### src/rtl/dac_spi_tx_if.sv
`default_nettype none
// ============================================================================
// Module   : dac_spi_tx_if
// Brief    : Sample-path and SPI signal bundle for dac_spi_tx.
//            clip_cnt exists only when DACTX_CLIP_CNT_EN is defined.
// Revision : 1.0 - initial release
// ============================================================================
interface dac_spi_tx_if #(
    parameter int size = 19
);
    logic signed [size-1:0] y_in;
    logic                   en_out;
    logic                   sclk;
    logic                   mosi;
    logic                   sync_n;
    logic                   busy;
    logic                   overrun;
`ifdef DACTX_CLIP_CNT_EN
    logic [7:0]             clip_cnt;

    modport master (
        input  y_in,
        output en_out, sclk, mosi, sync_n, busy, overrun, clip_cnt
    );
    modport slave (
        output y_in,
        input  en_out, sclk, mosi, sync_n, busy, overrun, clip_cnt
    );
`else
    modport master (
        input  y_in,
        output en_out, sclk, mosi, sync_n, busy, overrun
    );
    modport slave (
        output y_in,
        input  en_out, sclk, mosi, sync_n, busy, overrun
    );
`endif
endinterface
`default_nettype wire

### src/rtl/dac_spi_tx.sv
`default_nettype none
// ============================================================================
// Module   : dac_spi_tx
// Brief    : Sample-rate strobe, saturating offset-binary conversion and
//            16-bit MSB-first SPI DAC transmitter. Optional clip counter
//            enabled by defining DACTX_CLIP_CNT_EN.
// Revision : 1.0 - initial release
// ============================================================================
module dac_spi_tx #(
    parameter int size       = 19,
    parameter int pf         = 14,
    parameter int mag        = 4,
    parameter int DAC_BITS   = 12,
    parameter int CLK_DIV    = 2,
    parameter int SAMPLE_DIV = 100
) (
    input  wire logic      clk,
    input  wire logic      rst,
    dac_spi_tx_if.master   bus
);

    localparam int c_cnt_w = (SAMPLE_DIV > 1) ? $clog2(SAMPLE_DIV) : 1;
    localparam int c_ph_w  = (CLK_DIV > 1) ? $clog2(CLK_DIV) : 1;
    localparam int c_sh    = pf + 1 - DAC_BITS;

    localparam logic [c_cnt_w-1:0] c_cnt_last = c_cnt_w'(SAMPLE_DIV - 1);
    localparam logic [c_ph_w-1:0]  c_ph_last  = c_ph_w'(CLK_DIV - 1);

    localparam logic [1:0] c_idle  = 2'd0;
    localparam logic [1:0] c_load  = 2'd1;
    localparam logic [1:0] c_shift = 2'd2;
    localparam logic [1:0] c_done  = 2'd3;

    logic [1:0]          r_state;
    logic [1:0]          w_next;
    logic [c_cnt_w-1:0]  r_cnt;
    logic [c_ph_w-1:0]   r_ph;
    logic                r_low;
    logic [3:0]          r_bit;
    logic [15:0]         r_shreg;
    logic                r_overrun;

    logic                w_en;
    logic                w_ph_end;
    logic                w_ovf;
    logic [pf:0]         w_clip;
    logic [DAC_BITS-1:0] w_code;
    logic [15:0]         w_word;

    assign w_en     = (r_cnt == c_cnt_last);
    assign w_ph_end = (r_ph == c_ph_last);

    // In range exactly when the sign and all integer bits agree.
    assign w_ovf  = !((&bus.y_in[pf +: mag+1]) || (~|bus.y_in[pf +: mag+1]));
    assign w_clip = w_ovf ? {bus.y_in[size-1], {pf{~bus.y_in[size-1]}}}
                          : bus.y_in[pf:0];
    // Keeping the top DAC_BITS bits is the arithmetic shift; flipping the
    // sign bit adds the mid-scale offset.
    assign w_code = {~w_clip[pf], w_clip[pf-1 -: DAC_BITS-1]};
    assign w_word = 16'(w_code);

    generate
        if (c_sh > 0) begin : g_lsb_drop
            logic w_unused_lsb;
            assign w_unused_lsb = ^w_clip[c_sh-1:0];
        end
    endgenerate

    always_ff @(posedge clk or negedge rst) begin
        if (!rst) begin
            r_state <= c_idle;
        end else begin
            r_state <= w_next;
        end
    end

    always_comb begin
        w_next = r_state;
        case (r_state)
            c_idle:  if (w_en) w_next = c_load;
            c_load:  w_next = c_shift;
            c_shift: if (w_ph_end && r_low && (r_bit == 4'd15)) w_next = c_done;
            c_done:  if (w_ph_end) w_next = c_idle;
            default: w_next = c_idle;
        endcase
    end

    always_comb begin
        bus.busy   = (r_state != c_idle);
        bus.sync_n = (r_state != c_shift);
        bus.sclk   = !((r_state == c_shift) && r_low);
        bus.mosi   = (r_state == c_shift) ? r_shreg[15] : 1'b0;
    end

    assign bus.en_out  = w_en;
    assign bus.overrun = r_overrun;

    always_ff @(posedge clk or negedge rst) begin
        if (!rst) begin
            r_cnt     <= '0;
            r_ph      <= '0;
            r_low     <= 1'b0;
            r_bit     <= 4'd0;
            r_shreg   <= 16'd0;
            r_overrun <= 1'b0;
        end else begin
            r_cnt <= w_en ? '0 : r_cnt + 1'b1;
            if (w_en && (r_state != c_idle)) begin
                r_overrun <= 1'b1;
            end
            case (r_state)
                c_load: begin
                    r_shreg <= w_word;
                    r_ph    <= '0;
                    r_low   <= 1'b0;
                    r_bit   <= 4'd0;
                end
                c_shift: begin
                    if (w_ph_end) begin
                        r_ph <= '0;
                        // Next bit is presented together with the sclk rise.
                        if (r_low) begin
                            r_low   <= 1'b0;
                            r_bit   <= r_bit + 4'd1;
                            r_shreg <= {r_shreg[14:0], 1'b0};
                        end else begin
                            r_low <= 1'b1;
                        end
                    end else begin
                        r_ph <= r_ph + 1'b1;
                    end
                end
                c_done: begin
                    r_ph <= w_ph_end ? '0 : r_ph + 1'b1;
                end
                default: begin
                    r_ph <= '0;
                end
            endcase
        end
    end

`ifdef DACTX_CLIP_CNT_EN
    logic [7:0] r_clip_cnt;

    always_ff @(posedge clk or negedge rst) begin
        if (!rst) begin
            r_clip_cnt <= 8'd0;
        end else if ((r_state == c_load) && w_ovf && (r_clip_cnt != 8'hFF)) begin
            r_clip_cnt <= r_clip_cnt + 8'd1;
        end
    end

    assign bus.clip_cnt = r_clip_cnt;
`endif

endmodule
`default_nettype wire

### src/flat_wrapper.sv
// flat-port wrapper written by rule: the top's interface ports become plain ports
module dac_spi_tx_flat 
#(
    parameter int size       = 19,
    parameter int pf         = 14,
    parameter int mag        = 4,
    parameter int DAC_BITS   = 12,
    parameter int CLK_DIV    = 2,
    parameter int SAMPLE_DIV = 100
)
  (clk, rst, bus_y_in, bus_en_out, bus_sclk, bus_mosi, bus_sync_n, bus_busy, bus_overrun);
  dac_spi_tx_if #(.size(size)) bus_i ();
  input  wire logic clk;
  input  wire logic rst;
  input wire logic [$bits(bus_i.y_in)-1:0] bus_y_in;
  output wire logic [$bits(bus_i.en_out)-1:0] bus_en_out;
  output wire logic [$bits(bus_i.sclk)-1:0] bus_sclk;
  output wire logic [$bits(bus_i.mosi)-1:0] bus_mosi;
  output wire logic [$bits(bus_i.sync_n)-1:0] bus_sync_n;
  output wire logic [$bits(bus_i.busy)-1:0] bus_busy;
  output wire logic [$bits(bus_i.overrun)-1:0] bus_overrun;
  assign bus_i.y_in = bus_y_in;
  assign bus_en_out = bus_i.en_out;
  assign bus_sclk = bus_i.sclk;
  assign bus_mosi = bus_i.mosi;
  assign bus_sync_n = bus_i.sync_n;
  assign bus_busy = bus_i.busy;
  assign bus_overrun = bus_i.overrun;
  dac_spi_tx #(.size(size), .pf(pf), .mag(mag), .DAC_BITS(DAC_BITS), .CLK_DIV(CLK_DIV), .SAMPLE_DIV(SAMPLE_DIV)) u_core (.clk(clk), .rst(rst), .bus(bus_i));
endmodule
### config.mk
export PLATFORM = sky130hd
export DESIGN_NAME = dac_spi_tx_flat
export DESIGN_NICKNAME = d
export VERILOG_FILES = /design/src/rtl/dac_spi_tx_if.sv /design/src/rtl/dac_spi_tx.sv /design/src/flat_wrapper.sv
export SDC_FILE = /design/constraint.sdc
export NUM_CORES = 1
export LEC_CHECK = 0
export BUFFER_PORTS_ARGS = -buffer_cell sky130_fd_sc_hd__buf_2
export CORE_MARGIN = 4
export CORE_UTILIZATION = 35
export DETAILED_ROUTE_END_ITERATION = 7
export GPL_TIMING_DRIVEN = 0
export PLACE_DENSITY_LB_ADDON = 0.08
export SYNTH_ARGS = -nofsm -noshare
export SYNTH_HDL_FRONTEND = slang
export SYNTH_SLANG_ARGS = --single-unit
### constraint.sdc
create_clock -name clk -period 2.5 [get_ports clk]
set_clock_uncertainty 0.2 [all_clocks]
set_input_delay 0.25 -clock clk [delete_from_list [all_inputs] [get_ports clk]]
set_output_delay 0.25 -clock clk [all_outputs]
set_load 0.005 [all_outputs]
; ---- Yosys cells after proc, flatten, opt, wreduce, memory -nomap -nowiden
; Index checks and enable logic that the tools add are counted.
[totals]
reg_bits = 32
out_inout_bits = 6
word_cells = 57
[op_classes]
addsub = 3
eq_ne = 11
n_mux = 18
bitwise = 2
reduce_logical = 16
[ops]
columns = cell, n
row1 = $mux W16, 2
row2 = $pmux W16 S2, 1
row3 = $mux W15, 1
row4 = $ne A2 B1 Y1 const B, 5
row5 = $mux W4, 2
row6 = $pmux W2 S4, 1
row7 = $pmux W4 S2, 1
row8 = $add A7 B1 Y7 const B, 1
row9 = $eq A7 B7 Y1 const B, 1
row10 = $mux W7, 1
row11 = $mux W2, 3
row12 = $reduce_and A3 Y1, 2
row13 = $mux W1, 5
row14 = $reduce_and A5 Y1, 1
row15 = $reduce_or A5 Y1, 1
row16 = $add A4 B1 Y4 const B, 1
row17 = $eq A2 B2 Y1 const B, 2
row18 = $eq A4 B4 Y1 const B, 1
row19 = $logic_and A1 B1 Y1, 4
row20 = $reduce_bool A2 Y1, 2
row21 = $eq A2 B1 Y1 const B, 1
row22 = $logic_not A1 Y1, 2
row23 = $logic_not A2 Y1, 1
row24 = $ne A2 B2 Y1 const B, 1
row25 = 6 further kinds, 7

; ---- Longest topological paths before layout
; Gate-level depths: netlist of the first run.
[depth]
ltp_word = 6
ltp_mapped = 8

; ---- Worst setup path before layout of the first run
; No wires, ideal clock.
[synth_timing]
path_kind = register to register
from = register u_core.r_state[0]
to = register u_core.r_shreg[10]
arrival_time_ps = 1666
required_ps = 2178
path_slack_ps = 513
path_stages_with_launch = 8
n_path_buf = 3
synth_period_minus_slack_ps = 1987
cell_sequence = dfrtp_1 -> inv_1 -> ha_1 -> clkbuf_1 -> a21bo_1 -> buf_4 -> buf_2 -> a32o_1
[synth_between]
elab_chain_cells = 3
[synth_lines]
columns = item, line_no
row1 = from (decl), dac_spi_tx.sv:34  ; logic [1:0] r_state;
row2 = from (signal assigned), dac_spi_tx.sv:71  ; r_state <= c_idle;
row3 = from (signal assigned), dac_spi_tx.sv:73  ; r_state <= w_next;
row4 = $eq A2 B2 Y1 or $eq A2 B1 Y1 (tied branches), dac_spi_tx.sv:111  ; case (r_state)
row5 = $ne A2 B1 Y1 (no source line) or $reduce_bool A2 Y1 (tied branches), -
row6 = $reduce_and A3 Y1 (no source line), -
row7 = to (signal assigned), dac_spi_tx.sv:113  ; r_shreg <= w_word;
row8 = to (signal assigned), dac_spi_tx.sv:125  ; r_shreg <= {r_shreg[14:0], 1'b0};
row9 = to (decl), dac_spi_tx.sv:40  ; logic [15:0] r_shreg;
; Parallel ways exist; a longest one is shown, timed or not.
; A chain may end at the register's enable or synchronous reset.

; ---- Worst setup path in the final report of the first run
[layout_timing]
from = register u_core.r_state[0]
to = register u_core.r_shreg[9]
; Same word-level chain as after synthesis.

==> reports/results.tsv, run 1 <==
stage	metric	value	unit
layout	share of cells above drive strength 1	0.197	
global_route	GR Overflow Total	0	
critical_path	Crit path max-delay family	buffers and inverters	
cts	TritonCTS clock tree	done	
critical_path	R2R Path End	u_core.r_shreg[9]	
layout	final cell area excluding filler cells	1940	um2
floorplanning	IO Count	27	
critical_path	crit-path cells	inv_1 -> ha_1 -> clkbuf_1 -> a21bo_1 -> buf_4 -> buf_2 -> a32o_1	
timing	Fin. Hold Viols	0	
layout	commonest non-fill, non-tap cell in the layout	dfrtp_1	
critical_path	Crit path required time	2.46	ns
global_route	aggregate global-route resource usage	0.125	
critical_path	Worst EP arrival	2.25	ns
critical_path	CP max stage delay	0.39	ns
placement	placed cell areas	1850	um2
drt	TritonRoute pass-1 iters	4	
layout	# diodes	0	
layout	commonest cells after routing, fill and taps aside	32 x dfrtp_1, 24 x buf_2, 12 x nand2_1, 12 x inv_1	
drt	via count	1296	
placement	port buffer count	23	
drt	DRC	0	
yosys	mux cell area share after synthesis	0.0187	
yosys	Synth Area in Compound Gates	0.163	
drt	drt total wl	3410	um
global_route	vias in the first global route	1333	
yosys	Synthesis Warnings	0	
yosys	synthesized-area fraction occupied by adder cells	0.0523	
drt	DRT met1 WL	1590	um
cts	total CTS buffers	5	
yosys	Mapped Avg Cell Area	10.3	um2
critical_path	Crit-path slowest cell	dfrtp_1	
global_route	largest net degree at the start of global routing	33	
yosys	Mapped Cells	162	
status	status	finished, final reports clean	
cts	post_cts resized	0	
cts	H-tree Lvls	2	
power_and_ir_drop	maximum vdd ir drop	0.190	mV
yosys	Synth Area in Simple Gates	0.221	
critical_path	Reg-to-Reg Start	u_core.r_state[0]	
cts	clk_lat worst skew	0.28	ns
yosys	Distinct cells, synth	37	
yosys	syn_nets	190	
drt	DR vias/cell	5.29	
timing	Slew Limit Fails	0	
floorplanning	full die area	5950	um2
power_and_ir_drop	power after layout	0.932	mW
timing	# setup viols final	0	
drt	Iter 0 DRT Violations	52	
timing	fmax	438	MHz
drt	WL per Instance	13.9	um
global_route	initial antenna violation count	0	
yosys	Yosys reg bits	32	
power_and_ir_drop	Power Density	480	nW/um2
critical_path	critical path depth	7	
timing	RSZ-0062 raised after global routing	no	
global_route	first-pass GRT wire length	5980	um
critical_path	Worst Setup EP	u_core.r_shreg[9]	
layout	# fillers	448	
yosys	xor and xnor area share after synthesis	0.0209	
critical_path	CP startpoint kind	flop	
critical_path	CP endpoint kind	flop	
drt	DR WL met2	1620	um
timing	Tmin final	2.28	ns
layout	Synth-to-Final Area Change	16.0	%
critical_path	Crit Path Max Fanout	10	
yosys	Synth Cell Area	1670	um2
floorplanning	Initial Util	0.372	
timing	Tightest Pin Transition	0.744	ns
critical_path	Buffers & Inverters on Critical Path	4	
critical_path	FF-to-FF setup slack	0.22	ns
yosys	Most used DFF post-synth	dfrtp_1	
critical_path	crit path kind	reg -> reg	
timing	max_slew headroom	0.504	
yosys	Post-synth ARST share	1.00	
placement	RD Place Congestion	0.774	
drt	wire length on met3	149	um
cts	Sink Count	32	
cts	CTS Root Cell	clkbuf_8	
timing	PnR worst setup slack	0.218	ns
power_and_ir_drop	leakage power	0.892	nW
floorplanning	Die H	77.2	um
critical_path	FF-to-FF path depth	7	
layout	Final nets	221	
cts	clock tree buffer depth	2	
yosys	EDFF count, synth	0	
floorplanning	core area	4500	um2
placement	hpwl dp	2470	um
drt	Top Layer Used	met4	
drt	ANT nets after route	0	
timing	final cycle utilization of the critical path	0.913	
timing	Setup TNS	0	ns
placement	DP Worst Slack	0.209	ns
cts	Clock Pin Slew Worst Setup and Hold Paths	0.07	ns
flow_run	Max-cap violations	0	
hold_path	worst hold path type	in -> reg	
critical_path	critical path startpoint	u_core.r_state[0]	
floorplanning	Die Wd	77.2	um
yosys	sequential fraction of the synthesis area	0.478	
floorplanning	num rows	24	
yosys	largest family of logic cells by synthesized area	simple AND/OR/NAND/NOR gates	
## registers in the layout, indices dropped and copies added (netlist names)
name / count
u_core.r_state: 2
u_core.bus.overrun: 1
u_core.r_cnt: 7
u_core.r_shreg: 16
u_core.r_low: 1
u_core.r_ph: 1
u_core.r_bit: 4
## power by group
group          total (mW)  leakage, nW  internal, mW  switching [mW]
sequential          0.518        0.428         0.518               0
clock               0.375       0.0410         0.189           0.186
combinational      0.0389        0.423        0.0169          0.0220
## worst min path at each step
stage,from,to,slack (ns),cells after the start
3_3_place_gp,rst,u_core.r_shreg[15],0.16,1
6_report,bus_y_in[18],u_core.r_shreg[0],0.09,3
3_5_place_dp,rst,u_core.r_shreg[14],0.16,1
2_1_floorplan,rst,u_core.bus.overrun,-0.25,0
4_1_cts,bus_y_in[18],u_core.r_shreg[0],0.08,3
5_1_grt,bus_y_in[5],u_core.r_shreg[2],0.1,3
## layout make-up
cell class,instances,area [um2],area share
inverters,12,45.0,0.0232
repair buffers,24,125,0.0644
plain buffers,7,31.3,0.0161
clock inverters,1,5.00,0.00258
flip-flops and latches,32,801,0.412
clock buffers,6,72.6,0.0374
well taps,52,65.1,0.0335
multi-input cells,111,797,0.410
## logic make-up after synthesis
group,count (synthesis)
mux,3
compound gates,34
flops,32
simple gates,63
fa+ha+maj,7
xor+xnor,4
buf+inv,19
## worst min-delay path, cell delays in order
cell and delay (ns):
buf_2 0.12, nand2_1 0.05, a22o_1 0.11
## stage by stage
step | instances | util | hold slack (ns)
after detailed placement | 237 | 0.412 | 0.164
after global placement | 237 | 0.412 | 0.156
after global routing | 245 | 0.431 | 0.0975
final | 245 | 0.431 | 0.0852
after CTS | 245 | 0.431 | 0.0772
after floorplan | 162 | - | -0.246
## metal layers
metal,GRT usage,vias up
met1,0.152,619
met5,0,-
met2,0.204,24
met4,0.0480,0
met3,0.0398,6
li1,-,647
## what timing repair did
item | CTS | global route
buffers inserted | 0 | 0
endpoints found under the setup margin | 0 | 0
hold buffers | 1 | 0
endpoints found under the hold margin | 32 | 0
## cells in the mapped netlist, types with 2 or more instances
library cell / count / area [um2]
a21oi_1: 2 / 10.0
a22oi_1: 4 / 30.0
a32o_1: 10 / 100
and3_1: 3 / 18.8
clkbuf_1: 5 / 18.8
dfrtp_1: 32 / 801
ha_1: 7 / 87.6
inv_1: 12 / 45.0
mux2i_1: 2 / 20.0
nand2_1: 12 / 45.0
nand2b_1: 11 / 68.8
nand3_1: 7 / 35.0
nand4_1: 2 / 12.5
nor2_1: 9 / 33.8
o21ai_0: 4 / 20.0
o22ai_1: 6 / 37.5
or3_1: 11 / 68.8
xnor2_1: 4 / 35.0
Note: power is estimated with default switching activity, not from simulation.
==> inputs of run 2 (changes only) <==
--- a/config.mk
+++ b/config.mk
@@ -6,11 +6,11 @@
 export NUM_CORES = 1
 export LEC_CHECK = 0
 export BUFFER_PORTS_ARGS = -buffer_cell sky130_fd_sc_hd__buf_2
+export CAP_MARGIN = 30
 export CORE_MARGIN = 4
 export CORE_UTILIZATION = 35
 export DETAILED_ROUTE_END_ITERATION = 7
 export GPL_TIMING_DRIVEN = 0
-export PLACE_DENSITY_LB_ADDON = 0.08
 export SYNTH_ARGS = -nofsm -noshare
 export SYNTH_HDL_FRONTEND = slang
 export SYNTH_SLANG_ARGS = --single-unit
==> run 2 against run 1 <==
Register-to-register slack improved by 0.04 ns. Core utilization increased by 0.33 points. Wire length decreased by 2.5%. Hold slack improved by 0.017 ns. Sequential power about the same. Non-clock buffer count unchanged. Sequential share of layout area decreased by 0.32 points. Final area increased by 0.77%. Critical path depth decreased by 2. Global-route usage about the same. Die area unchanged. Critical path type is now reg -> out. Largest power group unchanged.
==> reports/results.tsv, run 2 (same netlist as run 1, synthesis figures left out) <==
stage	metric	value	unit	change
placement	port buffer count	23		unchanged
layout	# diodes	0		unchanged
power_and_ir_drop	Sw Ratio	0.221		-0.00262
drt	via count	1300		+0.31%
power_and_ir_drop	internal power	0.754	mW	+4.2%
floorplanning	core area	4500	um2	unchanged
placement	placed cell areas	1850	um2	unchanged
power_and_ir_drop	leakage power	0.902	nW	+1.1%
cts	TritonCTS clock tree	done		
global_route	largest net degree at the start of global routing	33		unchanged
flow_run	Max-cap violations	0		unchanged
critical_path	Crit Path Max Fanout	5		-5
power_and_ir_drop	clock share of power	0.425		+0.022
global_route	GR Overflow Total	0		unchanged
floorplanning	Initial Util	0.372		unchanged
timing	Tmin final	2.26	ns	-0.0232 ns
drt	drt total wl	3330	um	-2.5%
layout	final cell area excluding filler cells	1960	um2	+0.77%
critical_path	CP startpoint kind	flop		
cts	Sink Count	32		unchanged
drt	WL per Instance	13.5	um	-2.9%
drt	DRC	0		unchanged
layout	share of cells above drive strength 1	0.206		+0.00929
drt	TritonRoute pass-1 iters	4		unchanged
timing	Setup TNS	0	ns	unchanged
timing	fmax	443	MHz	+1.0%
global_route	first-pass GRT wire length	5950	um	-0.59%
drt	ANT nets after route	0		unchanged
drt	DR vias/cell	5.28		about the same
cts	hold_buf cts	1		unchanged
status	status	finished, final reports clean		
cts	CTS Root Cell	clkbuf_8		
cts	H-tree Lvls	2		unchanged
placement	hpwl dp	2320	um	-6.2%
critical_path	CP endpoint kind	output port		
timing	Fin. Hold Viols	0		unchanged
cts	post_cts resized	0		unchanged
critical_path	Buffers & Inverters on Critical Path	1		-3
power_and_ir_drop	Comb pwr share	0.041		about the same
global_route	initial antenna violation count	0		unchanged
critical_path	Crit-path slowest cell	dfrtp_1		
cts	total CTS buffers	5		unchanged
timing	RSZ-0062 raised after global routing	no		
global_route	vias in the first global route	1286		-3.5%
critical_path	Worst EP arrival	1.81	ns	-0.44 ns
placement	dpl cells	237		unchanged
layout	commonest non-fill, non-tap cell in the layout	dfrtp_1		
cts	clock tree buffer depth	2		unchanged
layout	Top reg by flops	u_core.r_shreg		
timing	WHS	0.102	ns	+0.0171 ns
critical_path	Crit path max-delay family	simple AND/OR/NAND/NOR gates		
timing	final cycle utilization of the critical path	0.903		-0.00929
layout	commonest cells after routing, fill and taps aside	32 x dfrtp_1, 24 x buf_2, 12 x nand2_1, 12 x inv_1		
layout	Final nets	221		unchanged
layout	# fillers	452		+0.89%
power_and_ir_drop	Power Density	495	nW/um2	+3.0%
layout	max reg flops	16		unchanged
floorplanning	IO Count	27		unchanged
timing	max_slew headroom	0.506		+0.00209
critical_path	CP max stage delay	0.39	ns	about the same
critical_path	Crit path required time	2.05	ns	-0.41 ns
cts	clk_lat worst skew	0.28	ns	about the same
critical_path	crit path kind	reg -> out		
layout	fin cells	246		+0.41%
drt	Iter 0 DRT Violations	68		+31%
floorplanning	num rows	24		unchanged
layout	Regs by FF count	u_core.r_shreg (16), u_core.r_cnt (7), u_core.r_bit (4)		
timing	Slew Limit Fails	0		unchanged
floorplanning	Die Wd	77.2	um	unchanged
cts	post-CTS setup buffer count	0		unchanged
power_and_ir_drop	Sw Pwr	0.214	mW	+2.6%
power_and_ir_drop	Reg power frac	0.535		-0.020
timing	# setup viols final	0		unchanged
layout	Synth-to-Final Area Change	16.9	%	
floorplanning	full die area	5950	um2	unchanged
floorplanning	Die H	77.2	um	unchanged
cts	Clock Pin Slew Worst Setup and Hold Paths	0.07	ns	about the same
global_route	aggregate global-route resource usage	0.124		-0.000278
placement	RD Place Congestion	0.725		-6.4%
power_and_ir_drop	maximum vdd ir drop	0.275	mV	+45%
timing	Tightest Pin Transition	0.741	ns	-0.00314 ns
hold_path	worst hold path type	in -> reg		
critical_path	crit-path cells	ha_1 -> nand2_1 -> or3_1 -> nor2_1 -> buf_2		
[run 2: worst paths after layout]
| kind | slack [ns] | cells after the start | from | endpoint |
|---|---|---|---|---|
| worst max-delay path | 0.24 | 5 | u_core.r_cnt[0] | bus_en_out |
| worst min-delay path | 0.10 | 3 | bus_y_in[18] | u_core.r_shreg[0] |
| worst max register to register | 0.26 | 7 | u_core.r_state[1] | u_core.r_shreg[6] |
| worst min register to register | 0.25 | 1 | u_core.bus.overrun | u_core.bus.overrun |
| max in group asynchronous | 1.26 | 2 | rst | u_core.r_shreg[9] |
| min in group asynchronous | 0.36 | 2 | rst | u_core.r_cnt[2] |
[run 2: power groups by stage]
stage	sequential [mW]	clock [mW]	combinational [mW]
2_1_floorplan	0.528	0	0.0121
3_3_place_gp	0.527	0	0.0392
3_5_place_dp	0.527	0	0.0396
4_1_cts	0.517	0.425	0.0408
5_1_grt	0.517	0.447	0.0450
6_report	0.518	0.411	0.0393
[run 2: per-layer routing]
metal	GRT usage	wire length (um)	vias to the layer above
met4	0.0534	64	0
met5	0	0	-
li1	-	-	643
met1	0.170	1640	625
met3	0.0340	155	7
met2	0.184	1460	25
[run 2: area by class of cell]
type	instances	area, um2	area share
clock inverter	2	10.0	0.00512
buffer	7	31.3	0.0160
sequential	32	801	0.409
inverter	12	45.0	0.0230
timing repair buffer	24	125	0.0639
clock buffer	6	82.6	0.0422
multi-input combinational	111	797	0.407
tap	52	65.1	0.0332
[run 2: worst reg2reg max path: stages, from the launching register on]
cell,delay [ns]
dfrtp_1,0.39
inv_1,0.09
ha_1,0.27
clkbuf_1,0.31
a21bo_1,0.26
buf_4,0.18
buf_2,0.19
a32o_1,0.22
[run 2: metrics by stage]
step / setup WS [ns] / util / total power [mW]
5_1_grt: 0.0765 / 0.434 / 1.01
2_1_floorplan: 0.513 / - / 0.540
3_3_place_gp: 0.251 / 0.412 / 0.567
4_1_cts: 0.215 / 0.434 / 0.984
3_5_place_dp: 0.258 / 0.412 / 0.567
6_report: 0.242 / 0.434 / 0.968
